**config.mk**
```make
export PLATFORM = sky130hd
export DESIGN_NAME = mem_port_arbiter
export DESIGN_NICKNAME = d
export VERILOG_FILES = /design/src/rtl/proc16_mem_pkg.sv /design/src/rtl/mem_arb_sel.sv /design/src/rtl/mem_port_arbiter.sv
export SDC_FILE = /design/constraint.sdc
export NUM_CORES = 1
export LEC_CHECK = 0
export ABC_AREA = 1
export ABC_CLOCK_PERIOD_IN_PS = 1500
export BUFFER_PORTS_ARGS = -buffer_cell sky130_fd_sc_hd__buf_4
export CORE_ASPECT_RATIO = 0.9
export CORE_UTILIZATION = 40
export DETAILED_ROUTE_END_ITERATION = 8
export GPL_TIMING_DRIVEN = 1
export PLACE_DENSITY = 0.78
export SYNTH_ARGS = -nofsm -noshare
export SYNTH_HDL_FRONTEND = slang
export SYNTH_HIERARCHICAL = 1
export SYNTH_SLANG_ARGS = --single-unit
```
**constraint.sdc**
```tcl
create_clock -name clk -period 1.5 [get_ports clk]
set_input_delay 0.15 -clock clk [delete_from_list [all_inputs] [get_ports clk]]
set_output_delay 0.15 -clock clk [all_outputs]
set_load 0.01 [all_outputs]
```
**src/rtl/proc16_mem_pkg.sv**
```systemverilog
// proc16_mem_pkg: shared definitions for the 16-bit core's unified-memory arbiter.
//   - arb_state_t : arbiter FSM state encoding (2-bit)
//   - REQ_CORE / REQ_DBG : requester IDs, also used as the owner/last_grant encoding
//   - DEF_AW / DEF_DW : default address and data widths
package proc16_mem_pkg;

   localparam int unsigned DEF_AW = 16;
   localparam int unsigned DEF_DW = 16;

   localparam logic REQ_CORE = 1'b0;
   localparam logic REQ_DBG  = 1'b1;

   typedef enum logic [1:0] {
      StIdle   = 2'd0,
      StAccess = 2'd1,
      StWait   = 2'd2,
      StResp   = 2'd3
   } arb_state_t;

endpackage

```
**src/rtl/mem_arb_sel.sv**
```systemverilog
// mem_arb_sel: combinational winner select between the core and debug requesters.
// Build option: ARB_RR_EN defined   -> round-robin on a tie (grant the one not granted last).
//               ARB_RR_EN undefined -> fixed priority, the core wins every tie.
// Ports:
//   core_req, dbg_req : request inputs
//   last_grant        : requester granted most recently (REQ_CORE / REQ_DBG)
//   any_req           : at least one request is pending
//   winner            : selected requester ID, meaningful only when any_req is high
module mem_arb_sel
   import proc16_mem_pkg::*;
(
   input  logic core_req,
   input  logic dbg_req,
   input  logic last_grant,
   output logic any_req,
   output logic winner
);

`ifndef ARB_RR_EN
   // Fixed priority ignores the grant history.
   logic unused_last_grant;
   assign unused_last_grant = last_grant;
`endif

   always_comb begin
      any_req = core_req | dbg_req;
      winner  = REQ_CORE;
      if (core_req && dbg_req) begin
`ifdef ARB_RR_EN
         winner = (last_grant == REQ_CORE) ? REQ_DBG : REQ_CORE;
`else
         winner = REQ_CORE;
`endif
      end else if (dbg_req) begin
         winner = REQ_DBG;
      end
   end

endmodule

```
**src/rtl/mem_port_arbiter.sv**
```systemverilog
// mem_port_arbiter: shares the single-ported unified memory between the core and the
// debug/program-loader port. One access at a time: IDLE -> ACCESS -> WAIT x WAIT_STATES ->
// RESP -> IDLE. Requests are only sampled in IDLE; request fields are latched at grant.
// Build option: ARB_RR_EN selects round-robin tie-break (see mem_arb_sel), else core priority.
// Ports:
//   clk, rst                         : clock, synchronous active-high reset
//   core_req/we/addr/wdata, core_ack : core requester, ack is a one-cycle pulse
//   dbg_req/we/addr/wdata,  dbg_ack  : debug requester, ack is a one-cycle pulse
//   rdata                            : data of the last completed read, held until next read
//   busy                             : high whenever the FSM is not idle
//   owner                            : current/last grantee (0 = core, 1 = dbg)
//   mem_addr/wdata/re/we, mem_rdata  : memory side; re/we strobe for the ACCESS cycle only
module mem_port_arbiter
   import proc16_mem_pkg::*;
#(
   parameter int unsigned AW          = DEF_AW,
   parameter int unsigned DW          = DEF_DW,
   parameter int unsigned WAIT_STATES = 1,
   parameter int unsigned CNT_W       = 4
) (
   input  logic          clk,
   input  logic          rst,
   input  logic          core_req,
   input  logic          core_we,
   input  logic [AW-1:0] core_addr,
   input  logic [DW-1:0] core_wdata,
   output logic          core_ack,
   input  logic          dbg_req,
   input  logic          dbg_we,
   input  logic [AW-1:0] dbg_addr,
   input  logic [DW-1:0] dbg_wdata,
   output logic          dbg_ack,
   output logic [DW-1:0] rdata,
   output logic          busy,
   output logic          owner,
   output logic [AW-1:0] mem_addr,
   output logic [DW-1:0] mem_wdata,
   output logic          mem_re,
   output logic          mem_we,
   input  logic [DW-1:0] mem_rdata
);

   arb_state_t       state_q, state_d;
   logic [CNT_W-1:0] cnt_q, cnt_d;
   logic             we_q;
   logic             owner_q;
   logic             last_grant_q;
   logic [AW-1:0]    addr_q;
   logic [DW-1:0]    wdata_q;
   logic [DW-1:0]    rdata_q;

   logic             any_req;
   logic             winner;
   logic             grant;
   logic             capture;

   mem_arb_sel u_sel (
      .core_req   (core_req),
      .dbg_req    (dbg_req),
      .last_grant (last_grant_q),
      .any_req    (any_req),
      .winner     (winner)
   );

   always_comb begin
      state_d = state_q;
      cnt_d   = cnt_q;
      grant   = 1'b0;
      capture = 1'b0;
      unique case (state_q)
         StIdle: begin
            if (any_req) begin
               grant   = 1'b1;
               state_d = StAccess;
            end
         end
         StAccess: begin
            cnt_d = CNT_W'(WAIT_STATES);
            if (WAIT_STATES == 0) begin
               // Zero-wait memory returns data in the strobe cycle itself.
               capture = ~we_q;
               state_d = StResp;
            end else begin
               state_d = StWait;
            end
         end
         StWait: begin
            cnt_d = cnt_q - 1'b1;
            if (cnt_q == CNT_W'(1)) begin
               capture = ~we_q;
               state_d = StResp;
            end
         end
         StResp: begin
            state_d = StIdle;
         end
         default: begin
            state_d = StIdle;
         end
      endcase
   end

   always_ff @(posedge clk) begin
      if (rst) begin
         state_q      <= StIdle;
         cnt_q        <= '0;
         we_q         <= 1'b0;
         owner_q      <= REQ_CORE;
         last_grant_q <= REQ_DBG;   // core wins the first tie
         addr_q       <= '0;
         wdata_q      <= '0;
         rdata_q      <= '0;
      end else begin
         state_q <= state_d;
         cnt_q   <= cnt_d;
         if (grant) begin
            owner_q      <= winner;
            last_grant_q <= winner;
            we_q         <= (winner == REQ_DBG) ? dbg_we : core_we;
            addr_q       <= (winner == REQ_DBG) ? dbg_addr : core_addr;
            wdata_q      <= (winner == REQ_DBG) ? dbg_wdata : core_wdata;
         end
         if (capture) begin
            rdata_q <= mem_rdata;
         end
      end
   end

   always_comb begin
      mem_addr  = addr_q;
      mem_wdata = wdata_q;
      mem_re    = (state_q == StAccess) && !we_q;
      mem_we    = (state_q == StAccess) && we_q;
      core_ack  = (state_q == StResp) && (owner_q == REQ_CORE);
      dbg_ack   = (state_q == StResp) && (owner_q == REQ_DBG);
      busy      = (state_q != StIdle);
      owner     = owner_q;
      rdata     = rdata_q;
   end

endmodule

```
# ---- Word level (Yosys, flattened, before mapping)
# Cells that the tools add are included.
dict set report classes {
  n_mul 0
  reduce_logical 10
  n_eq_ne 6
  n_bitwise 3
  div 0
  mux 13
  n_shift 0
  n_addsub 1
  magnitude_cmp 0
}
# op count
set op_table {}
lappend op_table {{two-way mux 16 bit} 2}
lappend op_table {{case mux 2 bit (4 select lines)} 1}
lappend op_table {{case mux 4 bit (2 select lines)} 1}
lappend op_table {{two-way mux 1 bit} 7}
lappend op_table {{logical AND 1 bit} 5}
lappend op_table {{== test 2 bit, second input constant} 2}
lappend op_table {{== test 4 x 1 -> 1 bit, second input constant} 1}
lappend op_table {{two-way mux 2 bit} 2}
lappend op_table {{inequality test 2 bit, second input constant} 2}
lappend op_table {{nonzero test 2 bit} 2}
lappend op_table {{subtractor 4 x 1 -> 4 bit, second input constant} 1}
lappend op_table {{== test 2 x 1 -> 1 bit, second input constant} 1}
lappend op_table {{zero test 2 bit} 1}
lappend op_table {{inverter 1 bit} 2}
lappend op_table {{AND reduction 2 bit} 1}
lappend op_table {{zero test 1 bit} 1}
lappend op_table {{OR 1 bit} 1}
dict set report word_totals {
  romBits 0
  latchBits 0
  ram_bits 0
  word_cells 40
  regBits 56
  inputBits 86
  mem_count 0
}

# ---- Logic depth before layout (Yosys ltp)
# Gate-level depths: netlist (run 1).
dict set report logic_depth {
  ltp_word 3
  mapped_depth 9
}

# ---- Cells and area by module
# The synthesis (run 1) kept the hierarchy.
# module seq_area_each_um2 area_each_um2 cells_each n_inst
set by_module_without_submodules {}
lappend by_module_without_submodules {mem_port_arbiter 1141.1 2736.4 388 1}
lappend by_module_without_submodules {mem_arb_sel 0.0 15.0 4 1}

# ---- Worst setup path after synthesis (run 1)
# No wires, ideal clock.
dict set report synth_timing {
  path_kind {register to register}
  from {register state_q[0]}
  to {register we_q}
  required_ns 1.384
  setup_ns 0.116
  slack_ns 0.163
  stages_incl_launch_ff 9
  t_arrival_ns 1.221
  path_buffers 2
  path_cell_list {dfxtp_1 -> inv_1 -> ha_1 -> nand2_1 -> inv_2 -> buf_6 -> buf_6 -> o211ai_1 -> inv_1}
}
dict set report synth_via {
  elab_chain_len 2
}
# element line_no
set synth_lines {}
lappend synth_lines {{from (decl)} mem_port_arbiter.sv:43} ;# arb_state_t state_q, state_d;
lappend synth_lines {{from (signal assigned)} mem_port_arbiter.sv:105} ;# state_q <= StIdle;
lappend synth_lines {{from (signal assigned)} mem_port_arbiter.sv:114} ;# state_q <= state_d;
lappend synth_lines {{zero test 2 bit} mem_port_arbiter.sv:70} ;# unique case (state_q)
lappend synth_lines {{two-way mux 1 bit} mem_port_arbiter.sv:70}
lappend synth_lines {{to (signal assigned)} mem_port_arbiter.sv:119} ;# we_q <= (winner == REQ_DBG) ? dbg_we : core_we;
lappend synth_lines {{to (decl)} mem_port_arbiter.sv:45} ;# logic we_q;
# No other way between the ends.
# A chain may end at the register's enable or synchronous reset.

# ---- Worst setup path after layout (run 1)
dict set report layout_timing {
  from {register state_q[1]}
  to {output mem_re}
}
dict set report layout_via {
  elab_chain_len 2
}
# element line_no
set layout_lines {}
lappend layout_lines {{== test 2 x 1 -> 1 bit} mem_port_arbiter.sv:132} ;# mem_re = (state_q == StAccess) && !we_q;
lappend layout_lines {{logical AND 1 bit} mem_port_arbiter.sv:132}
lappend layout_lines {{to (decl)} mem_port_arbiter.sv:38} ;# output logic mem_re,
# No other way between the ends.

==> results of run 1 <==
## registers in the layout, indices dropped and copies added, names as in the netlist
name and flops:
we_q 1, mem_addr 16, state_q 2, owner 1
mem_wdata 16, cnt_q 4, rdata 16
## cell type report
| class | instances | area [µm²] | share of cell area [%] |
|---|---|---|---|
| Multi-Input combinational cell | 243 | 1200 | 30.0 |
| Tap cell | 90 | 113 | 2.82 |
| Sequential cell | 56 | 1120 | 28.1 |
| Timing Repair Buffer | 149 | 1190 | 29.8 |
| Inverter | 68 | 258 | 6.45 |
| Clock buffer | 5 | 68.8 | 1.72 |
| Clock inverter | 3 | 42.5 | 1.06 |
## power breakdown
part	switching, mW	total (mW)	leakage, nW	internal (mW)
sequential	0.267	2.18	0.461	1.92
clock	0.480	0.974	0.0541	0.494
combinational	1.49	2.92	1.67	1.43
total	2.23	6.07	2.19	3.84
## final timing paths
kind,start,endpoint,slack (ns)
hold reg to reg,rdata[9],rdata[9],0.49
setup reg to reg,state_q[1],mem_addr[5],0.09
hold / removal,mem_rdata[6],rdata[6],0.13
setup / recovery,state_q[1],mem_re,0.09
## worst min-delay path, stage by stage
cell     delay (ns)
buf_4          0.08
inv_1          0.03
nand2_1        0.05
nand2_1        0.04
nor2_1         0.07
## what timing repair did
item                       in CTS  in global routing
hold buffers                    0                  1
gates resized for setup         0                 12
hold endpoints to repair        0                  1
setup endpoints to repair       0                 53
## through the flow
step                      instance area, µm²  power, mW  std cells
after global routing                    4000       6.50        614
after global placement                  3790       4.71        603
after detailed placement                3790       4.79        603
after floorplan                         2720       3.80        389
final                                   4000       6.07        614
after CTS                               3900       5.79        611
## per-layer routing
layer / vias to the layer above / routed length, µm
met5: - / 0
met4: 0 / 92
met3: 9 / 349
met2: 83 / 3620
met1: 1275 / 3180
li1: 1463 / -
==> metrics.txt, run 1 <==
status=finished, final reports clean; Hold WS=0.130 ns; CTS Buf Count=5; row cnt=28; Hold Crit Class=in -> reg; LEAKAGE=2.19 nW; H-Tree Depth=2; Mapped Avg Cell Area=7.00 µm²; crit path DAT=approximately 1.3 ns; first-pass GRT wire length=around 11,000 µm; endpoints failing setup=0; PD cells=about 1500 nW/µm²; CP most frequent cell=inv_1; post-CTS setup buffers=0; final worst-path setup slack=0.0908 ns; worst reg2reg path depth=7; most common cell after layout, fill and taps aside=buf_4; Final Hold Viols=0; DR WL/cell=11.8 µm; Vias/cell=4.61; number of DRC markers in iteration 0=around 110; synthesized area=2720 µm²; Core Region=6590 µm²; maximum number of pins on one net before global-route repair=50; DIE AREA=7140 µm²; CTS max path bufs=2; Area Overhead vs Synth=46.9%; DP HPWL=around 5100 µm; Startpoint Class=flip-flop; slew at the pin closest to its max-slew limit=0.555 ns; Yosys warnings=6; gr busiest metal=met2; CTS clk-pin slew, worst paths=0.10 ns; clk_lat worst skew=0.31 ns; layout cells sized above 1=~33%; met3 usage=3.49%; CTS tree=done; Post-route DRC=0; DRT Pass-1 Iters=4; antenna violations before repair=0; fin util=60.7%; Synth Instances=389; NumNets Final=between 600 and 700; most frequent cells in the layout=143 x buf_4, 111 x nand2_1, 64 x inv_1; Antenna Violating Nets Remaining=0; Fin Setup TNS=0 ns; IO buf count=~140; CP Data Required Time=1.35 ns; Die Width=89.0 µm; CP cell instances=inv_1 -> ha_1 -> inv_1 -> nor2_1 -> buf_4; Max Clock Freq=710 MHz; CP top delay family=flip-flops; crit-path max FO=4; kind of critical path=reg -> out; hold path depth=5; worst clock skew=around 0.0055 ns; Initial Util=41.3%; CP Buf/Inv Count=3; Final Max Slew Viols=0; Placer Congestion=between 0.7 and 0.8; syn_nets=between 400 and 500; Final period util=93.9%; pre-CTS setup slack=0.0363 ns; Crit-path slowest cell=dfxtp_2; slowest stage delay, CP=approximately 0.35 ns; clock sinks=56; nature of the critical path endpoint=output pin; Boundary Pins=140; Max-slew headroom=a little over three fifths; vias=2,830; CTS root buf=clkbuf_8; overall global routing resource usage=a little under a fifth; ANT cells=0; # fillers=618; Critical Path Stages=5; maximum VDD drop=roughly 0.00063 V; height of the die=80.3 µm; max-cap violations=0; GR Layer Usage met1=a little under a quarter; grt met2 use=34.2%; vias in the first global route=2,464; grt ovf=0; minimum clock period=1.41 ns; Total Wirelength=7240 µm; RSZ-0062 raised after global routing=false
Note: power is estimated with default switching activity, not from simulation.
==> run 2: changes to the inputs <==
Settings changed: CORE_UTILIZATION 40 to 46, PLACE_DENSITY 0.78 to 0.87.
==> metrics.txt, run 2 (synthesis gave the netlist of run 1 again) <==
Core Region=5690 µm²; Final period util=93.7%; maximum number of pins on one net before global-route repair=43; worst reg-to-reg setup slack=0.09 ns; Hold Crit Class=in -> reg; Antenna Violating Nets Remaining=0; status=finished, final reports clean; vias in the first global route=2,587; Post-route DRC=0; Power, Total=slightly below 6 mW; ANT cells=0; Max Clock Freq=712 MHz; IO buf count=139; grt ovf=0; NumNets Final=613; nature of the critical path endpoint=flip-flop; most frequent cells in the layout=140 x buf_4, 111 x nand2_1, 64 x inv_1; max-cap violations=0; CTS max path bufs=2; Hold WS=0.0164 ns; Area Overhead vs Synth=44.9%; slew at the pin closest to its max-slew limit=0.337 ns; clk_lat worst skew=0.30 ns; dpl cells=582; # fillers=roughly 500; maximum VDD drop=0.000802 V; kind of critical path=reg -> reg; DR WL/cell=roughly 12 µm; DRT Pass-1 Iters=4; Final Max Slew Viols=0; Vias/cell=4.75; Final Hold Viols=0; Boundary Pins=140; H-Tree Depth=2; worst clock skew=0.00409 ns; fin area=a little under 4000 µm²; PD cells=1500 nW/µm²; CP Data Required Time=1.70 ns; first-pass GRT wire length=10,900 µm; hold_buf cts=0; number of DRC markers in iteration 0=95; antenna violations before repair=0; Die Width=around 83 µm; Placer Congestion=0.816; crit-path max FO=21; most common cell after layout, fill and taps aside=buf_4; Total Wirelength=roughly 6900 µm; crit path DAT=1.60 ns; DP HPWL=between 5000 and 6000 µm; vias=2,806; height of the die=75.0 µm; DIE AREA=6230 µm²; Max-slew headroom=77.6%; row cnt=26; Initial Util=47.8%; minimum clock period=1.41 ns; LEAKAGE=2.17 nW; Startpoint Class=flip-flop; CTS Buf Count=5; clock sinks=56; overall global routing resource usage=21.3%; CTS clk-pin slew, worst paths=0.10 ns; dpl cell area=3800 µm²; layout cells sized above 1=32.2%; CTS tree=done; CTS root buf=clkbuf_8; endpoints failing setup=0; Cell Count, Final, Fillers Out=between 500 and 600
run 2: timing repair:
| item | CTS | global route |
|---|---|---|
| resized for setup | 0 | 6 |
| setup endpoints to repair | 0 | 40 |
| buffers inserted | 0 | 0 |
run 2: path summary, 6_finish.rpt:
kind,start,end,cells past startpoint
setup / recovery,state_q[1],mem_wdata[7],8
hold / removal,rst,owner,2
setup reg to reg,state_q[1],mem_wdata[7],8
hold reg to reg,rdata[4],rdata[4],2
run 2: metal layers:
layer | GRT usage (%) | routed length, µm | up-vias | share of wire (%)
met2 | 41.2 | 3540 | 80 | 51
met5 | 0 | 0 | - | 0
met3 | 4.06 | 340 | 10 | 4.9
met4 | 6.70 | 118 | 0 | 1.7
li1 | - | - | 1463 | -
met1 | 24.3 | 2870 | 1253 | 42
run 2: critical path: stages, from the launching register on:
cell and delay [ns]:
dfxtp_2 0.35, inv_1 0.11, ha_1 0.20, nand2_1 0.11
inv_4 0.12, buf_12 0.16, nand3_1 0.09, o211ai_1 0.10
inv_1 0.05
run 2: report_power, final:
group          leakage, nW  internal [mW]  switching [mW]
clock network       0.0541          0.495           0.473
registers            0.461           1.92           0.261
logic                 1.66           1.33            1.43
total                 2.17           3.74            2.17
run 2: through the flow:
step | util [%] | setup TNS (ns) | setup slack, ns
after floorplan | - | 0 | 0.184
after global placement | 66.7 | 0 | 0.121
after detailed placement | 66.7 | 0 | 0.0607
after CTS | 68.7 | 0 | 0.0351
after global routing | 69.3 | -0.000126 | -0.000126
final | 69.3 | 0 | 0.0949
run 2: area by class of cell:
class,instances,area [µm²],share of cell area (%)
clock buffer,5,68.8,1.74
clock inverter,3,42.5,1.08
inverter,68,258,6.54
multi-input combinational,243,1190,30.1
sequential,56,1120,28.5
tap,70,87.6,2.22
timing repair buffer,146,1180,29.8
